[src/rtl/kyber_pkg.sv]
// Shared Kyber constants, core mode codes, controller states
// and the write-back delay-line entry.
package kyber_pkg;

    localparam int N   = 256;
    localparam int Q   = 3329;
    localparam int AW  = 8;
    localparam int TWW = 7;
    localparam int CW  = 12;

    localparam logic [CW-1:0] F_INV = 12'd1441;

    localparam logic [1:0] MODE_NTT    = 2'd0;
    localparam logic [1:0] MODE_INTT   = 2'd1;
    localparam logic [1:0] MODE_MULT   = 2'd2;
    localparam logic [1:0] MODE_ADDSUB = 2'd3;

    localparam logic [2:0] S_IDLE   = 3'd0;
    localparam logic [2:0] S_ISSUE  = 3'd1;
    localparam logic [2:0] S_DRAIN  = 3'd2;
    localparam logic [2:0] S_SCALE  = 3'd3;
    localparam logic [2:0] S_SDRAIN = 3'd4;
    localparam logic [2:0] S_DONE   = 3'd5;

    typedef struct packed {
        logic          va;
        logic          vb;
        logic [AW-1:0] a;
        logic [AW-1:0] b;
    } wb_t;

endpackage

[src/rtl/ntt_ctrl_if.sv]
// Controller <-> RAM / twiddle ROM / butterfly core bundle.
interface ntt_ctrl_if
    import kyber_pkg::*;
();
    logic           start;
    logic           op;
    logic           busy;
    logic           done;
    logic           rd_en;
    logic [AW-1:0]  rd_addr_a;
    logic [AW-1:0]  rd_addr_b;
    logic [TWW-1:0] tw_addr;
    logic [CW-1:0]  tw_data;
    logic [1:0]     bf_mode;
    logic [CW-1:0]  bf_coef;
    logic           wr_en_a;
    logic           wr_en_b;
    logic [AW-1:0]  wr_addr_a;
    logic [AW-1:0]  wr_addr_b;

    modport master (
        input  start, op, tw_data,
        output busy, done, rd_en, rd_addr_a, rd_addr_b, tw_addr,
        output bf_mode, bf_coef, wr_en_a, wr_en_b, wr_addr_a, wr_addr_b
    );

    modport slave (
        output start, op, tw_data,
        input  busy, done, rd_en, rd_addr_a, rd_addr_b, tw_addr,
        input  bf_mode, bf_coef, wr_en_a, wr_en_b, wr_addr_a, wr_addr_b
    );

endinterface

[src/rtl/ntt_addr_gen.sv]
// Butterfly address generator: (layer, butterfly, op) -> (j, j+len, zeta index).
module ntt_addr_gen
    import kyber_pkg::*;
(
    input  logic [2:0]     l,
    input  logic [6:0]     b,
    input  logic           op,
    output logic [AW-1:0]  j,
    output logic [AW-1:0]  jl,
    output logic [TWW-1:0] k
);

    logic [2:0] m;
    logic [3:0] m1;
    logic [7:0] len;
    logic [7:0] g;
    logic [7:0] bb;
    logic [7:0] kk;

    always_comb begin
        m   = op ? (l + 3'd1) : (3'd7 - l);
        m1  = {1'b0, m} + 4'd1;
        bb  = {1'b0, b};
        len = 8'd1 << m;
        g   = bb >> m;
        j   = (g << m1) | (bb & (len - 8'd1));
        jl  = j + len;
        // INTT walks the zeta table backwards from the top of each layer group
        if (op)
            kk = (8'd1 << (4'd8 - {1'b0, m})) - 8'd1 - g;
        else
            kk = (8'd1 << (3'd7 - m)) + g;
        k = kk[TWW-1:0];
    end

endmodule

[src/rtl/ntt_ctrl.sv]
// NTT/INTT sequencer for the shared butterfly core with a
// delay-matched write-back path.
module ntt_ctrl
    import kyber_pkg::*;
#(
    parameter int            RD_LAT  = 1,
    parameter int            BF_LAT  = 5,
    parameter int            MUL_LAT = 4,
    parameter logic [CW-1:0] F_INV   = kyber_pkg::F_INV
) (
    input logic        clk,
    input logic        rst_n,
    ntt_ctrl_if.master bus
);

    localparam int PIPE   = RD_LAT + BF_LAT;
    localparam int PIPE_S = RD_LAT + MUL_LAT;
    localparam int SI     = PIPE - PIPE_S;

    logic [2:0] state_q, state_d;
    logic [7:0] cnt_q, cnt_d;
    logic [2:0] l_q, l_d;
    logic       op_q, op_d;
    logic [1:0] mode_q, mode_d;
    wb_t        dl_q [PIPE];
    wb_t        dl_d [PIPE];

    logic           issue, scale, pipe_busy;
    logic [AW-1:0]  j, jl;
    logic [TWW-1:0] k;
    wb_t            iss, sc;

    ntt_addr_gen u_ag (
        .l  (l_q),
        .b  (cnt_q[6:0]),
        .op (op_q),
        .j  (j),
        .jl (jl),
        .k  (k)
    );

    assign issue = (state_q == S_ISSUE);
    assign scale = (state_q == S_SCALE);

    always_comb begin
        pipe_busy = 1'b0;
        for (int i = 0; i < PIPE - 1; i++)
            pipe_busy = pipe_busy | dl_q[i].va | dl_q[i].vb;
    end

    always_comb begin
        iss = '0;
        sc  = '0;
        if (issue) iss = '{va: 1'b1, vb: 1'b1, a: j, b: jl};
        if (scale) sc  = '{va: 1'b0, vb: 1'b1, a: '0, b: cnt_q};
        dl_d[0] = iss;
        for (int i = 1; i < PIPE; i++)
            dl_d[i] = dl_q[i-1];
        // scaling has a shorter core latency, so it enters the line later
        if (scale) dl_d[SI] = sc;
    end

    always_comb begin
        state_d = state_q;
        cnt_d   = cnt_q;
        l_d     = l_q;
        op_d    = op_q;
        mode_d  = mode_q;
        case (state_q)
            S_IDLE: if (bus.start) begin
                op_d    = bus.op;
                mode_d  = bus.op ? MODE_INTT : MODE_NTT;
                l_d     = '0;
                cnt_d   = '0;
                state_d = S_ISSUE;
            end
            S_ISSUE: begin
                cnt_d = cnt_q + 8'd1;
                if (cnt_q[6:0] == 7'd127) begin
                    cnt_d   = '0;
                    state_d = S_DRAIN;
                end
            end
            S_DRAIN: if (!pipe_busy) begin
                if (l_q != 3'd6) begin
                    l_d     = l_q + 3'd1;
                    state_d = S_ISSUE;
                end else if (op_q) begin
                    mode_d  = MODE_MULT;
                    cnt_d   = '0;
                    state_d = S_SCALE;
                end else begin
                    state_d = S_DONE;
                end
            end
            S_SCALE: begin
                cnt_d = cnt_q + 8'd1;
                if (cnt_q == 8'd255) state_d = S_SDRAIN;
            end
            S_SDRAIN: if (!pipe_busy) state_d = S_DONE;
            S_DONE:   state_d = S_IDLE;
            default:  state_d = S_IDLE;
        endcase
    end

    always_ff @(posedge clk or negedge rst_n) begin
        if (!rst_n) begin
            state_q <= S_IDLE;
            cnt_q   <= '0;
            l_q     <= '0;
            op_q    <= 1'b0;
            mode_q  <= MODE_NTT;
            for (int i = 0; i < PIPE; i++) dl_q[i] <= '0;
        end else begin
            state_q <= state_d;
            cnt_q   <= cnt_d;
            l_q     <= l_d;
            op_q    <= op_d;
            mode_q  <= mode_d;
            for (int i = 0; i < PIPE; i++) dl_q[i] <= dl_d[i];
        end
    end

    assign bus.busy      = (state_q != S_IDLE);
    assign bus.done      = (state_q == S_DONE);
    assign bus.rd_en     = issue | scale;
    assign bus.rd_addr_a = issue ? j  : (scale ? cnt_q : '0);
    assign bus.rd_addr_b = issue ? jl : (scale ? cnt_q : '0);
    assign bus.tw_addr   = issue ? k : '0;
    assign bus.bf_mode   = mode_q;
    assign bus.bf_coef   = (scale || state_q == S_SDRAIN) ? F_INV : bus.tw_data;
    assign bus.wr_en_a   = dl_q[PIPE-1].va;
    assign bus.wr_en_b   = dl_q[PIPE-1].vb;
    assign bus.wr_addr_a = dl_q[PIPE-1].a;
    assign bus.wr_addr_b = dl_q[PIPE-1].b;

endmodule
[src/flat_wrapper.sv]
// flat-port wrapper written by rule: the top's interface ports become plain ports
module ntt_ctrl_flat import kyber_pkg::*;
#(
    parameter int            RD_LAT  = 1,
    parameter int            BF_LAT  = 5,
    parameter int            MUL_LAT = 4,
    parameter logic [CW-1:0] F_INV   = kyber_pkg::F_INV
)
  (clk, rst_n, bus_start, bus_op, bus_tw_data, bus_busy, bus_done, bus_rd_en, bus_rd_addr_a, bus_rd_addr_b, bus_tw_addr, bus_bf_mode, bus_bf_coef, bus_wr_en_a, bus_wr_en_b, bus_wr_addr_a, bus_wr_addr_b);
  ntt_ctrl_if bus_i ();
  input logic clk;
  input logic rst_n;
  input wire logic [$bits(bus_i.start)-1:0] bus_start;
  input wire logic [$bits(bus_i.op)-1:0] bus_op;
  input wire logic [$bits(bus_i.tw_data)-1:0] bus_tw_data;
  output wire logic [$bits(bus_i.busy)-1:0] bus_busy;
  output wire logic [$bits(bus_i.done)-1:0] bus_done;
  output wire logic [$bits(bus_i.rd_en)-1:0] bus_rd_en;
  output wire logic [$bits(bus_i.rd_addr_a)-1:0] bus_rd_addr_a;
  output wire logic [$bits(bus_i.rd_addr_b)-1:0] bus_rd_addr_b;
  output wire logic [$bits(bus_i.tw_addr)-1:0] bus_tw_addr;
  output wire logic [$bits(bus_i.bf_mode)-1:0] bus_bf_mode;
  output wire logic [$bits(bus_i.bf_coef)-1:0] bus_bf_coef;
  output wire logic [$bits(bus_i.wr_en_a)-1:0] bus_wr_en_a;
  output wire logic [$bits(bus_i.wr_en_b)-1:0] bus_wr_en_b;
  output wire logic [$bits(bus_i.wr_addr_a)-1:0] bus_wr_addr_a;
  output wire logic [$bits(bus_i.wr_addr_b)-1:0] bus_wr_addr_b;
  assign bus_i.start = bus_start;
  assign bus_i.op = bus_op;
  assign bus_i.tw_data = bus_tw_data;
  assign bus_busy = bus_i.busy;
  assign bus_done = bus_i.done;
  assign bus_rd_en = bus_i.rd_en;
  assign bus_rd_addr_a = bus_i.rd_addr_a;
  assign bus_rd_addr_b = bus_i.rd_addr_b;
  assign bus_tw_addr = bus_i.tw_addr;
  assign bus_bf_mode = bus_i.bf_mode;
  assign bus_bf_coef = bus_i.bf_coef;
  assign bus_wr_en_a = bus_i.wr_en_a;
  assign bus_wr_en_b = bus_i.wr_en_b;
  assign bus_wr_addr_a = bus_i.wr_addr_a;
  assign bus_wr_addr_b = bus_i.wr_addr_b;
  ntt_ctrl #(.RD_LAT(RD_LAT), .BF_LAT(BF_LAT), .MUL_LAT(MUL_LAT), .F_INV(F_INV)) u_core (.clk(clk), .rst_n(rst_n), .bus(bus_i));
endmodule
[config.mk]
export PLATFORM = sky130hd
export DESIGN_NAME = ntt_ctrl_flat
export DESIGN_NICKNAME = d
export VERILOG_FILES = /design/src/rtl/kyber_pkg.sv /design/src/rtl/ntt_ctrl_if.sv /design/src/rtl/ntt_addr_gen.sv /design/src/rtl/ntt_ctrl.sv /design/src/flat_wrapper.sv
export SDC_FILE = /design/constraint.sdc
export NUM_CORES = 1
export LEC_CHECK = 0
export ABC_AREA = 0
export CAP_MARGIN = 0
export CORE_ASPECT_RATIO = 1.1
export CORE_MARGIN = 5
export CORE_UTILIZATION = 45
export DETAILED_ROUTE_END_ITERATION = 10
export PLACE_DENSITY = 0.67
export REMOVE_ABC_BUFFERS = 1
export SLEW_MARGIN = 20
export SYNTH_ARGS = -nofsm -noshare
export SYNTH_HDL_FRONTEND = slang
export SYNTH_SLANG_ARGS = --single-unit
[constraint.sdc]
create_clock -name clk -period 9.6 [get_ports clk]
set_clock_uncertainty 0.2 [all_clocks]
set_input_delay 2.88 -clock clk [delete_from_list [all_inputs] [get_ports clk]]
set_output_delay 2.88 -clock clk [all_outputs]
set_load 0.02 [all_outputs]
# After elaboration in Yosys (flattened, before gate mapping)
# Index checks and enable logic that the tools add are counted.
[classes]
n_reduce_logical = 10
add_sub_neg = 11
n_eq_ne = 16
shifts = 5
bitwise_logic = 12
n_mux = 33
[ops]
columns = ["op", "count"]
rows = [
  ["2-to-1 mux 8 bit", 8],
  ["2-to-1 mux 18 bit", 2],
  ["2-to-1 mux 3 bit", 11],
  ["case mux 8 bit (4 select lines)", 1],
  ["case mux 3 bit (5 select lines)", 1],
  ["AND reduction 5 bit", 3],
  ["2-to-1 mux 7 bit", 2],
  ["2-to-1 mux 12 bit", 1],
  ["inequality test 2 bit, second input constant", 6],
  ["OR 1 bit", 10],
  ["adder 8 x 1 -> 8 bit, second input constant", 1],
  ["adder 8 bit", 1],
  ["AND 7 x 8 -> 8 bit", 1],
  ["equality test 8 bit, second input constant", 1],
  ["2-to-1 mux 2 bit", 4],
  ["OR 8 bit", 1],
  ["left shift 1 x 3 -> 8 bit, first input constant", 1],
  ["left shift 8 x 4 -> 8 bit", 1],
  ["right shift 7 x 3 -> 8 bit", 1],
  ["subtractor 8 x 1 -> 8 bit, second input constant", 1],
  ["adder 7 bit", 1],
  ["equality test 7 bit, second input constant", 1],
  ["left shift 1 x 3 -> 7 bit, first input constant", 1],
  ["left shift 1 x 4 -> 7 bit, first input constant", 1],
  ["21 further kinds", 25],
]
[word_totals]
in_bits = 16
out_inout_bits = 58
ff_bits = 125

# Logic depth before layout (Yosys ltp)
[logic_depth]
depth_word = 11
mapped_depth = 24
depth_no_buf = 19

# Modules after synthesis
# A second synthesis with hierarchy kept.
[unflattened]
hier_cells = 573
area_unflattened_um2 = 6158.4
[by_module_without_submodules]
columns = ["mod", "area_each_um2", "seq_area_each_um2", "instances", "cells_each"]
rows = [
  ["ntt_ctrl", 4364.2, 3103.0, 1, 328],
  ["ntt_addr_gen", 1794.2, 0.0, 1, 245],
]

# Worst setup path after synthesis
# Ideal clock, no wire load.
[synth_timing]
path_type = "reg-to-output"
startpoint = "register u_core.l_q[0]"
endpoint = "output bus_rd_addr_b[7]"
path_stages_with_launch = 23
required_time_ns = 6.520
arrival_time_ns = 4.771
path_slack_ns = 1.749
path_cell_list = "dfrtp_1 clkbuf_1 inv_1 clkbuf_1 ha_1 mux2_4 buf_6 buf_2 nor2_1 ha_1 clkbuf_1 nand2_1 or3_1 a21boi_1 inv_2 ha_1 a21oi_1 nor2_1 or3_1 a211o_1 xor2_1 a22oi_1 o211ai_1"
[synth_between]
elab_chain_len = 8
word_cells_on_any_way = 12
classes_between = "add/sub (5); shift (3); mux (2); bitwise (2)"
[synth_rtl]
columns = ["element", "line_no", "rtl"]
rows = [
  ["start: declaration", "ntt_ctrl.sv:22", "logic [2:0] l_q, l_d;"],
  ["start signal: assignment", "ntt_ctrl.sv:117", "l_q <= l_d;"],
  ["subtractor 3 bit or adder 3 x 1 -> 3 bit (tied branches)", "ntt_addr_gen.sv:21", "m = op ? (l + 3'd1) : (3'd7 - l);"],
  ["2-to-1 mux 3 bit (*)", "ntt_addr_gen.sv:21", ""],
  ["left shift 1 x 3 -> 8 bit", "ntt_addr_gen.sv:24", "len = 8'd1 << m;"],
  ["subtractor 8 x 1 -> 8 bit", "ntt_addr_gen.sv:26", "j = (g << m1) | (bb & (len - 8'd1));"],
  ["AND 7 x 8 -> 8 bit", "ntt_addr_gen.sv:26", ""],
  ["OR 8 bit", "ntt_addr_gen.sv:26", ""],
  ["adder 8 bit (*)", "ntt_addr_gen.sv:27", "jl = j + len;"],
  ["2-to-1 mux 8 bit (*)", "ntt_ctrl.sv:128", "assign bus.rd_addr_b = issue ? jl : (scale ? cnt_q : '0);"],
  ["end: declaration", "flat_wrapper.sv:20", "output wire logic [$bits(bus_i.rd_addr_b)-1:0] bus_rd_addr_b;"],
]
# Mark *: on every way between the ends. The rest lies on a longest branch, timed or not.

# Final worst setup path
# Ends and elaborated chain as after synthesis.

==> results.cfg <==
[run_status]
status = complete, no violations

[detailed_routing]
totalWireLength_um = 14610
detail_route.drc_violations = 0
routed_via_density = 5.338
routed-via-count = 4623
antenna_left = 0
drt-initial-drc-count = 303
avgRoutedWirePerCell_um = 16.87
detail_route.first_pass.iterations = 4

[synth]
count_of_flip_flops_with_a_built_in_enable_after_synthesis = 0
leading_cell_types_by_total_area_after_synthesis = dfrtp_1, ha_1, o21ai_0, nand2_1, nor2_1
seq_area_frac_synth_pct = 50.20
synthFlopType = dfrtp_1
synth.cell_area_sq_um = 6181
synth_cell_type_count = 68
flops_latches_synth = 124
synth_commonest_cells = dfrtp_1, nand2_1, o21ai_0, nor2_1, ha_1
synth.most_common_cell = dfrtp_1
synth_largest_area_cell = dfrtp_1
synth_cells = 615
synthDominantCellAreaShare_pct = 50.20
syn_avg_cell_area_sq_um = 10.05
ys_async_sr_fraction_pct = 100.0
yosys_warnings = 0

[global_routing]
grt_start_max_net_pins = 80
grt_first_pass_wirelength_um = 24080
grt.overflow.total = 0
antenna_found_initial = 0
number_of_global_route_vias_before_repair = 4657
grtUsageTotal_pct = 18.93

[min_path]
holdCritPathClass = reg -> reg

[sta]
final.period_utilization_pct = 91.11
rsz0062_at_grt = false
min_period_ns = 8.747
worst_case_headroom_to_the_max_slew_limit_pct = 40.57
timing_max_transition_violations_final = 0
setup_viol_count_final = 0
timing.final.ws_setup_ns = 0.8532
fin_tns_setup_ns = 0
fmax_ghz = 0.1143
timing.final.hold_violations = 0
transition_time_at_the_pin_with_the_least_slew_margin_ns = 0.8915

[floorplan]
die_x_um = 121.7
row_count = 45
placeableCoreArea_sq_um = 13630
die_y_um = 132.9
design.portCount = 74
design.die.area_sq_um = 16180
initial_core_util_pct = 45.36

[setup_path]
cpPeakStageDelay_ns = 0.63
critPathArrivalTime_ns = 5.67
worst-endpoint-required_ns = 6.52
critical_path_class = reg -> out
cp-start-kind = flip-flop
worstPathMaxFanout = 29
crit_path_cell_trace = buf_4 > inv_1 > buf_4 > ha_1 > mux2i_1 > buf_4 > nor2_1 > nand2_1 > ha_1 > or3b_2 > o21ai_0 > o31ai_1 > nand2_1 > nand2_1 > ha_1 > or4b_2 > nor3_1 > a211o_1 > xor2_1 > a22oi_1 > o211ai_1 > clkdlybuf4s50_1
critPathBufInv = 5
timing.critical_path.to_type = primary output
critical_path.top_delay_family = simple AND/OR/NAND/NOR gates
timing.critical_path.slowest_stage_cell = clkdlybuf4s50_1

[placed_design]
placement.setup.worst_slack_ns = 1.276
placement.io_buffers = 73
place_congestion = 0.9089
post_dp_cell_area_sq_um = 6938
dp_hpwl_um = 10450

[clock_network]
cts_hold_buf = 0
clock_tree.htree_level_count = 4
postCtsSetupBuffers = 0
cts_tree = yes
cts-resized-gates = 0
clock_insertion_delay_worst_skew_ns = 0.40
cts_made_buffers = 17
buffer_depth_of_the_longest_clock_path = 2
cts.reportedPaths.clkPinSlew_ns = 0.05
clkSinkCount = 124
clock_tree.root_cell = clkbuf_16

[power_and_ir_drop]
leakagePower_nw = 3.656
power.density_nw_per_um2 = 414.1
power_mw = 3.129
power.ir.vdd_worst_v = 0.0002412

[cells_and_area]
drive_above_1_share_pct = 8.260
final_cell_area_sq_um = 7556
final_net_count = 714
area_delta_synth_final_pct = 22.25
inserted_diodes = 0
postLayoutCoreUtil_pct = 55.45

[job]
timing.max_cap.violations = 0
## state kept, by name, indices dropped and copies added, names as in the netlist
signal and count:
u_core.bus.wr_addr_b 8, u_core.cnt_q 8, u_core.l_q 3, u_core.bus.bf_mode 2, u_core.bus.wr_addr_a 8, u_core.op_q 1
u_core.bus.wr_en_b 1, u_core.dl_q 17, u_core.state_q 3, u_core.dl_d 72, u_core.bus.wr_en_a 1
## placed cells by master (no fill, tap or decap), types with 3 or more instances in the layout
cell,Yosys,final
inv_6,0,3
mux2_2,4,4
xor2_1,4,4
o211ai_1,3,3
a31oi_1,4,4
nor4_1,3,3
nor3_1,11,11
clkinvlp_4,0,3
a211oi_1,3,3
nand3_1,8,8
o22ai_1,3,3
or3_1,7,7
o21bai_1,3,3
bufinv_16,0,3
buf_4,16,8
and3_1,17,17
and2_1,21,21
dfrtp_1,124,124
o21ai_0,45,45
ha_1,30,30
a22oi_1,4,4
clkbuf_16,0,17
inv_1,27,27
nand2_1,58,58
mux2i_1,7,7
nand2b_1,14,14
xnor2_1,17,16
nor2b_1,6,6
a21oi_1,24,24
fa_1,3,3
clkdlybuf4s50_1,0,72
a21o_1,14,14
o21ai_1,8,8
nor2_1,44,44
nand4_1,3,3
## path summary, 6_finish.rpt
| path | startpoint | endpoint | slack (ns) | depth (start not counted) |
|---|---|---|---|---|
| max reg2reg | u_core.l_q[0] | u_core.dl_q[97] | 4.75 | 18 |
| max | u_core.l_q[0] | bus_rd_addr_b[7] | 0.85 | 22 |
| max in group asynchronous | rst_n | u_core.dl_d[51] | 5.61 | 2 |
| min reg2reg | u_core.dl_d[11] | u_core.bus.wr_addr_a[3] | 0.14 | 0 |
| min | u_core.dl_d[11] | u_core.bus.wr_addr_a[3] | 0.14 | 0 |
| min in group asynchronous | rst_n | u_core.dl_d[17] | 2.28 | 1 |
## power breakdown
group	switching, mW	total, mW	leakage [nW]	internal (mW)
sequential	0.108	0.785	1.66	0.677
clock	0.222	0.646	0.294	0.424
combinational	0.997	1.70	1.70	0.700
total	1.33	3.13	3.66	1.80
## cell families (layout without fill, tap and decap cells)
logic type	Yosys count	count (layout)	synth area share, %
buffers and inverters	79	142	6.134
adders and majority gates	34	34	7.207
DFF	124	124	50.20
and+or+nand+nor	209	209	17.19
AOI/OAI and AO/OA	133	133	13.46
muxes	15	15	2.834
xor gates and xnor gates	21	21	2.976
## stage by stage
| stage | instances | hold slack [ns] |
|---|---|---|
| finish | 866 | 0.1431 |
| global route | 866 | 0.1517 |
| CTS | 866 | 0.1447 |
| detailed placement | 834 | 0.1347 |
| global placement | 834 | 0.1313 |
| floorplan | 566 | 0.1312 |
## per-layer routing
layer	part of all wire (%)	GRT usage [%]	wire length, um	up-vias
met5	0	0	0	-
met4	3.5	8.655	516	0
met3	4.0	3.976	580	30
met2	51	31.88	7505	124
met1	41	23.19	6010	2276
li1	-	-	-	2193
## final cells by class
| class | count | area [sq um] |
|---|---|---|
| fillers | 1222 | 6070 |
| well taps | 188 | 235.2 |
| repair buffers | 80 | 780.7 |
| flip-flops and latches | 124 | 3103 |
| clock inverters | 12 | 161.4 |
| multi-input cells | 412 | 2706 |
| clock buffers | 20 | 456.7 |
| inverters | 30 | 112.6 |
Power figures use the tool's default switching activity.
